===== src/rtl/inst_fetch_queue_if.sv =====
// Fetch-side bus bundle: instruction-memory request/grant/response plus the
// valid/ready instruction stream toward the core.
interface inst_fetch_queue_if;
  logic        mem_req;
  logic [31:0] mem_addr;
  logic        mem_gnt;
  logic        mem_rvalid;
  logic [31:0] mem_rdata;
  logic        inst_valid;
  logic        inst_ready;
  logic [31:0] inst_data;
  logic [31:0] inst_pc;

  // Fetch queue side: issues memory requests and sources instructions.
  modport master (
    output mem_req, mem_addr, inst_valid, inst_data, inst_pc,
    input  mem_gnt, mem_rvalid, mem_rdata, inst_ready
  );

  // Memory/core side.
  modport slave (
    input  mem_req, mem_addr, inst_valid, inst_data, inst_pc,
    output mem_gnt, mem_rvalid, mem_rdata, inst_ready
  );
endinterface


===== src/rtl/inst_fetch_queue.sv =====
// Sequential instruction fetcher with a DEPTH-entry {pc, word} FIFO and redirect flush.
// Define IFQ_BYPASS_EN to forward a response straight to the core when the FIFO is empty.
module inst_fetch_queue #(
  parameter logic [31:0] RESET_PC = 32'h0000_0000,
  parameter int          DEPTH    = 4,
  parameter int          CNT_W    = 3
) (
  input  logic                 clk,
  input  logic                 reset,
  inst_fetch_queue_if.master   bus,
  input  logic                 redirect,
  input  logic [31:0]          redirect_pc,
  output logic [CNT_W-1:0]     occupancy
);

  localparam int               PTR_W = $clog2(DEPTH);
  localparam logic [CNT_W-1:0] FULL  = CNT_W'(DEPTH);

  typedef enum logic [1:0] {
    IDLE,  // no request outstanding
    WAIT,  // one request outstanding, response will be kept
    DROP   // one request outstanding, response belongs to a flushed stream
  } state_t;

  state_t             state, state_nxt;
  logic [31:0]        fetch_pc;
  logic [31:0]        req_pc;
  logic [31:0]        data_q [DEPTH];
  logic [31:0]        pc_q   [DEPTH];
  logic [PTR_W-1:0]   rd_ptr, wr_ptr;
  logic [CNT_W-1:0]   count;
  logic               grant, rsp, push, pop, fifo_valid;

  assign fifo_valid = (count != '0);
  assign occupancy  = count;

  // Only IDLE may request, so the in-flight term of the credit check is always zero here.
  // Gating with reset keeps the bus quiet while the block is held in reset.
  assign bus.mem_req  = reset & (state == IDLE) & (count < FULL) & ~redirect;
  assign bus.mem_addr = fetch_pc;
  assign grant        = bus.mem_req & bus.mem_gnt;
  assign rsp          = (state == WAIT) & bus.mem_rvalid & ~redirect;
  assign pop          = fifo_valid & bus.inst_ready;

`ifdef IFQ_BYPASS_EN
  logic bypass;
  assign bypass         = ~fifo_valid & rsp;
  assign bus.inst_valid = fifo_valid | bypass;
  assign bus.inst_data  = fifo_valid ? data_q[rd_ptr] : (bypass ? bus.mem_rdata : '0);
  assign bus.inst_pc    = fifo_valid ? pc_q[rd_ptr]   : (bypass ? req_pc        : '0);
  // A bypassed word the core takes immediately never enters the FIFO.
  assign push           = rsp & ~(bypass & bus.inst_ready);
`else
  assign bus.inst_valid = fifo_valid;
  assign bus.inst_data  = fifo_valid ? data_q[rd_ptr] : '0;
  assign bus.inst_pc    = fifo_valid ? pc_q[rd_ptr]   : '0;
  assign push           = rsp;
`endif

  always_comb begin
    // NOTE: default first so every path assigns state_nxt and no latch is inferred.
    state_nxt = state;
    unique case (state)
      IDLE:    if (grant) state_nxt = WAIT;
      WAIT:    if (bus.mem_rvalid) state_nxt = IDLE;
               else if (redirect) state_nxt = DROP;
      DROP:    if (bus.mem_rvalid) state_nxt = IDLE;
      default: state_nxt = IDLE;
    endcase
  end

  // NOTE: sequential state uses <= so every flop samples pre-edge values.
  always_ff @(posedge clk or negedge reset) begin
    if (!reset) begin
      state    <= IDLE;
      fetch_pc <= RESET_PC;
      req_pc   <= '0;
      rd_ptr   <= '0;
      wr_ptr   <= '0;
      count    <= '0;
    end else begin
      state <= state_nxt;
      if (redirect)   fetch_pc <= redirect_pc & ~32'h3;
      else if (grant) fetch_pc <= fetch_pc + 32'd4;
      if (grant) req_pc <= fetch_pc;

      if (redirect) begin
        rd_ptr <= '0;
        wr_ptr <= '0;
        count  <= '0;
      end else begin
        if (push) wr_ptr <= wr_ptr + PTR_W'(1);
        if (pop)  rd_ptr <= rd_ptr + PTR_W'(1);
        if (push && !pop)      count <= count + CNT_W'(1);
        else if (pop && !push) count <= count - CNT_W'(1);
      end
    end
  end

  // NOTE: storage is not reset; the head is gated by occupancy, so stale entries never reach the core.
  always_ff @(posedge clk) begin
    if (push) begin
      data_q[wr_ptr] <= bus.mem_rdata;
      pc_q[wr_ptr]   <= req_pc;
    end
  end

endmodule


===== src/flat_wrapper.sv =====
// flat-port wrapper written by rule: the top's interface ports become plain ports
module inst_fetch_queue_flat 
#(
  parameter logic [31:0] RESET_PC = 32'h0000_0000,
  parameter int          DEPTH    = 4,
  parameter int          CNT_W    = 3
)
  (clk, reset, redirect, redirect_pc, occupancy, bus_mem_req, bus_mem_addr, bus_inst_valid, bus_inst_data, bus_inst_pc, bus_mem_gnt, bus_mem_rvalid, bus_mem_rdata, bus_inst_ready);
  inst_fetch_queue_if bus_i ();
  input  logic clk;
  input  logic reset;
  input  logic redirect;
  input  logic [31:0] redirect_pc;
  output logic [CNT_W-1:0] occupancy;
  output wire logic [$bits(bus_i.mem_req)-1:0] bus_mem_req;
  output wire logic [$bits(bus_i.mem_addr)-1:0] bus_mem_addr;
  output wire logic [$bits(bus_i.inst_valid)-1:0] bus_inst_valid;
  output wire logic [$bits(bus_i.inst_data)-1:0] bus_inst_data;
  output wire logic [$bits(bus_i.inst_pc)-1:0] bus_inst_pc;
  input wire logic [$bits(bus_i.mem_gnt)-1:0] bus_mem_gnt;
  input wire logic [$bits(bus_i.mem_rvalid)-1:0] bus_mem_rvalid;
  input wire logic [$bits(bus_i.mem_rdata)-1:0] bus_mem_rdata;
  input wire logic [$bits(bus_i.inst_ready)-1:0] bus_inst_ready;
  assign bus_mem_req = bus_i.mem_req;
  assign bus_mem_addr = bus_i.mem_addr;
  assign bus_inst_valid = bus_i.inst_valid;
  assign bus_inst_data = bus_i.inst_data;
  assign bus_inst_pc = bus_i.inst_pc;
  assign bus_i.mem_gnt = bus_mem_gnt;
  assign bus_i.mem_rvalid = bus_mem_rvalid;
  assign bus_i.mem_rdata = bus_mem_rdata;
  assign bus_i.inst_ready = bus_inst_ready;
  inst_fetch_queue #(.RESET_PC(RESET_PC), .DEPTH(DEPTH), .CNT_W(CNT_W)) u_core (.clk(clk), .reset(reset), .bus(bus_i), .redirect(redirect), .redirect_pc(redirect_pc), .occupancy(occupancy));
endmodule

===== config.mk =====
export PLATFORM = sky130hd
export DESIGN_NAME = inst_fetch_queue_flat
export DESIGN_NICKNAME = d
export VERILOG_FILES = /design/src/rtl/inst_fetch_queue_if.sv /design/src/rtl/inst_fetch_queue.sv /design/src/flat_wrapper.sv
export SDC_FILE = /design/constraint.sdc
export NUM_CORES = 1
export LEC_CHECK = 0
export CAP_MARGIN = 40
export CORE_AREA = 2 2 194 120
export DETAILED_ROUTE_END_ITERATION = 6
export DIE_AREA = 0 0 196 122
export HOLD_SLACK_MARGIN = 0.05
export PLACE_DENSITY = 0.84
export RECOVER_POWER = 50
export REMOVE_ABC_BUFFERS = 1
export SKIP_CTS_REPAIR_TIMING = 1
export SYNTH_ARGS = -nofsm -noshare
export SYNTH_HDL_FRONTEND = slang
export SYNTH_SLANG_ARGS = --single-unit

===== constraint.sdc =====
create_clock -name clk -period 8.8 [get_ports clk]
set_input_delay 0.88 -clock clk [delete_from_list [all_inputs] [get_ports clk]]
set_output_delay 0.88 -clock clk [all_outputs]
set_load 0.005 [all_outputs]

; ---- Yosys cells after proc, flatten, opt, wreduce, memory -nomap -nowiden
; Memory sizes are Yosys's and may differ from the RTL's.
; Cells that the tools add are included.
[totals]
register_bits = 73
mem_bits_rw = 256
output_inout_bits = 101
mem_count = 2
[op_classes]
addsub = 5
order_cmp = 1
eq_ne = 5
muxes = 18
bitwise_logic = 8
n_reduce_logical = 11
[mem_list]
columns = memory, depth, width, rd, rd_clocked_by_memory_dff, write_ports, line
row1 = u_core.data_q, 4, 32, 1, 0, 1, inst_fetch_queue.sv:28  ; logic [31:0] data_q [DEPTH];
row2 = u_core.pc_q, 4, 32, 1, 0, 1, inst_fetch_queue.sv:29  ; logic [31:0] pc_q [DEPTH];
[op_table]
columns = operator, n
row1 = 32-bit 2-to-1 mux, 4
row2 = "32-bit by 3-bit adder with 32-bit output, second input constant", 1
row3 = 2-bit 2-to-1 mux, 8
row4 = 3-bit 2-to-1 mux, 3
row5 = 1-bit AND, 7
row6 = 2-bit one-hot mux with 3 select lines, 1
row7 = 2-bit nonzero test, 3
row8 = 3-bit nonzero test, 2
row9 = "2-bit by 1-bit adder with 2-bit output, second input constant", 2
row10 = "3-bit by 1-bit adder with 3-bit output, second input constant", 1
row11 = "3-bit < comparator, second input constant", 1
row12 = "3-bit != test, second input constant", 1
row13 = 3-bit AND reduction, 1
row14 = "3-bit by 1-bit subtractor with 3-bit output, second input constant", 1
row15 = "2-bit by 1-bit == test with 1-bit output, second input constant", 1
row16 = "2-bit == test, second input constant", 1
row17 = 1-bit logical AND, 2
row18 = 1-bit zero test, 2
row19 = 2-bit zero test, 1
row20 = 1-bit 2-to-1 mux, 2
row21 = "2-bit by 1-bit != test with 1-bit output, second input constant", 1
row22 = "2-bit != test, second input constant", 1
row23 = 1-bit NOT, 1

; ---- Logic depth before layout (Yosys ltp)
[depth]
ltp_word = 8
depth_mapped = 9
depth_no_buf = 9

; ---- Worst setup path before layout
; Ideal clock, no wire load.
[synth_timing]
kind = in2reg
start = input redirect
end = memory u_core.data_q[0][0], enable pin
setup_ns = 0.427
arrival_ns = 2.891
required_ns = 8.373
setup_slack_ns = 5.482
stages = 4
path_buffers = 2
path_cell_list = buf_2 -> clkbuf_1 -> nor2_1 -> and2_1
[synth_between]
elab_chain_cells = 4
[synth_rtl]
columns = item, line
row1 = from (decl), flat_wrapper.sv:12  ; input logic redirect;
row2 = 1-bit NOT, inst_fetch_queue.sv:42  ; assign rsp = (state == WAIT) & bus.mem_rvalid & ~redirect;
row3 = 1-bit AND, inst_fetch_queue.sv:42
row4 = 1-bit 2-to-1 mux, inst_fetch_queue.sv:102  ; if (push) begin
row5 = 1-bit 2-to-1 mux (not written as such), inst_fetch_queue.sv:103  ; data_q[wr_ptr] <= bus.mem_rdata;
row6 = to (decl), inst_fetch_queue.sv:28
; No other way between the ends.

; ---- Worst setup path in the final report
[layout_timing]
start = input redirect
end = output bus_mem_req
[layout_between]
elab_chain_cells = 2
[layout_rtl]
columns = item, line
row1 = 1-bit NOT, inst_fetch_queue.sv:39  ; assign bus.mem_req = reset & (state == IDLE) & (count < FULL) & ~redirect;
row2 = 1-bit AND, inst_fetch_queue.sv:39
row3 = to (decl), flat_wrapper.sv:15  ; output wire logic [$bits(bus_i.mem_req)-1:0] bus_mem_req;
; No other way between the ends.

==> summary.md <==
| Metric | Value |
|---|---|
| Main synth FF type | edfxtp_1 |
| Power, Total | 0.00431 W |
| Final WL | 27400 µm |
| Status | finished with violations |
| Layout cell share with drive strength beyond 1 | 0.130 |
| PwrDens | ~270 nW/µm² |
| Logic pwr share | 0.275 |
| DP Worst Slack | between 4 and 5 ns |
| Worst hold path cell count | 1 |
| Pre-antenna DRT Iters | 5 |
| CP peak stage delay | 1.42 ns |
| Crit path cell chain | dlygate4sd3_1 -> clkbuf_1 -> nor4b_1 -> and2_1 -> clkdlybuf4s50_1 |
| Sequential share of the synthesized area | 0.716 |
| Setup violators final | 0 |
| Clock sink count | 317 |
| Seq cells post-synth | 317 |
| Fin cells | between 1000 and 1500 |
| Total placed cells including tap cells | about 1200 |
| Flop pwr share | 0.451 |
| EDFF count, synth | between 200 and 250 |
| Critical path arrival | approximately 3.9 ns |
| H-tree depth | 1 |
| Worst-path fanout max | 44 |
| Peak Freq | 0.208 GHz |
| DR WL/cell | 21.4 µm |
| Area share of the largest cell type after synthesis | 0.581 |
| Number of unique standard cell types used by synthesis | 47 |
| Period utilization | 0.548 |
| Sw Ratio | 0.271 |
| Layout net count | 1039 |
| Total Neg Setup Slack | 0 ns |
| Synth area leaders | edfxtp_1, dfrtp_1, mux4_2, nand2_1, and2_1 |
| Clock power share | 0.274 |
| Yosys synthesis warning count | 0 |
| Failing checks | capacitance limit, slew limit |
| Clock period minus worst slack | 4.82 ns |
| CP max stage cell | clkbuf_1 |
| Final GP Congestion | 0.790 |
| Final HPWL from detailed placement | 16800 µm |
| Mapped cell area | 12800 µm² |
| Die span in y | 122 µm |
| Slew margin rel. | -0.860 |
| Antenna-violating nets left | 0 |
| Total CTS buffers | 29 |
| Synth async-reset ratio | 0.218 |
| Die width | between 150 and 200 µm |
| Lkg Pwr | 5.45 nW |
| Critical setup path kind | in -> out |
| First-pass GRT wire length | 42900 µm |
| Root buf cell | clkbuf_16 |
| Core Region | roughly 22000 µm² |
| Clk slew on worst S/H paths | 0.07 ns |
| Largest area contributor in the synthesized netlist | edfxtp_1 |
| Mean Syn Cell Area | 16.1 µm² |
| Number of hold violations in the final report | 0 |
| Register-to-Register Path Depth | 5 |
| TritonCTS clock tree | built |
| Total track usage | 0.237 |
| Startpoint class of the critical path | primary input |
| Switching power | 0.00117 W |
| Hold Crit Class | reg -> reg |
| Initial antenna violation count | 2 |
| CTS Buffer Depth | 3 |
| Starting DRC count in detailed routing | slightly above 800 |
| Vias in the first global route | 7388 |
| Worst Max-Slew Pin Slew | 2.79 ns |
| Syn Inst Count | around 800 |
| Final worst slack | 3.98 ns |
| Row cnt | 43 |
| Internal cell power | 0.00315 W |
| Setup slack, reg-to-reg | 5.57 ns |
| Via-per-instance ratio | 5.86 |
| Clock Skews | ~0.02 ns |
| Crit end category | primary output |
| Clock Latency Late Sink | 0.54 ns |
| Max Slew Vio Count | 129 |
| Vias | 7489 |
| Starting Density | 0.572 |
| Largest net degree at the start of global routing | 67 |
| Area Growth Syn to Fin | 22.9% |
| DR DRC count | 0 |
| MaxCap Viol Count | 4 |
| I/O pins | 171 |
| PortBufs | 164 |
| Max IR drop VDD | 0.281 mV |
| RSZ-0062 raised after global routing | false |
| CP required | 7.92 ns |
| Global route total overflow | 0 |
| Die area | 23900 µm² |
flip-flops by register name (all words and copies together), names as in the netlist:
| signal | cells |
|---|---|
| u_core.wr_ptr | 2 |
| u_core.state | 2 |
| u_core.req_pc | 30 |
| u_core.bus.mem_addr | 30 |
| u_core.pc_q | 120 |
| u_core.occupancy | 3 |
| u_core.rd_ptr | 2 |
| u_core.data_q | 128 |
cell families after synthesis:
kind of cell               count (synthesis)  synth area share
buffers and inverters                     51            0.0172
muxes                                     63             0.110
adders and majority gates                  6           0.00645
and+or+nand+nor                          281             0.108
other                                      1          0.000293
AOI/OAI and AO/OA                         69            0.0367
xor gates and xnor gates                   8           0.00547
DFF                                      317             0.716
through the flow:
stage | cell area (µm²) | hold WS [ns] | utilization
after global routing | 15700 | 0.485 | 0.703
after detailed placement | 14900 | 0.460 | 0.665
after floorplan | 12600 | 0.436 | -
final | 15700 | 0.487 | 0.703
after CTS | 15800 | 0.219 | 0.705
after global placement | 14700 | 0.450 | 0.657
cells in the mapped netlist (all sizes together), types with 2 or more instances:
cell type	instances
edfxtp	248
nand2	132
and2	72
dfrtp	69
mux4	62
clkbuf	27
o21ai	25
nand3	18
buf	17
nor2	17
a221o	8
nor4	8
a21oi	7
inv	7
nand4	7
a31o	5
a31oi	5
and3	5
ha	5
o211ai	5
o311ai	5
or3	5
xnor2	5
nor2b	4
nor3	4
xor2	3
a211oi	2
nand3b	2
nor3b	2
o31a	2
or4	2
path summary, 6_finish.rpt:
check / from / endpoint
setup / recovery: redirect / bus_mem_req
hold / removal: u_core.state[1] / u_core.state[0]
setup reg to reg: u_core.state[0] / u_core.data_q[1][12]
hold reg to reg: u_core.state[1] / u_core.state[0]
max in group asynchronous: reset / u_core.rd_ptr[1]
min in group asynchronous: reset / u_core.state[0]
metal layers:
layer	routed length, µm	GRT usage
met4	442	0.0492
met1	12500	0.369
met2	12100	0.349
met5	0	0
met3	2270	0.0529
layout make-up:
type,instances,area [µm²]
Antenna cell,3,7.51
Tap cell,292,365
Inverter,7,26.3
Timing Repair Buffer,177,1850
Fill cell,1447,6640
Sequential cell,317,9180
Multi-Input combinational cell,431,3430
Clock inverter,18,139
Clock buffer,34,744
power groups by stage:
stage,clock network (W),logic (W),registers [W]
finish,0.00118,0.00119,0.00194
global route,0.00126,0.00129,0.00197
floorplan,0,0.000532,0.00197
detailed placement,0,0.00120,0.00197
CTS,0.00120,0.00121,0.00194
global placement,0,0.00115,0.00197
worst max-delay path: cells and delay by family:
family                 cells  cell delay [ns]
buffers and inverters      3             2.39
and+or+nand+nor            2             0.66
placed cells by master, fill, tap and decap left out, drive strengths merged, types with 17 or more instances in the layout:
| cell type | netlist | final |
|---|---|---|
| dlygate4sd3 | 0 | 34 |
| nand3 | 18 | 18 |
| edfxtp | 248 | 248 |
| mux4 | 62 | 62 |
| nor2 | 17 | 17 |
| dfrtp | 69 | 69 |
| clkbuf | 27 | 37 |
| nand2 | 132 | 132 |
| o21ai | 25 | 25 |
| and2 | 72 | 72 |
| clkdlybuf4s50 | 0 | 129 |
Power figures use the tool's default switching activity.
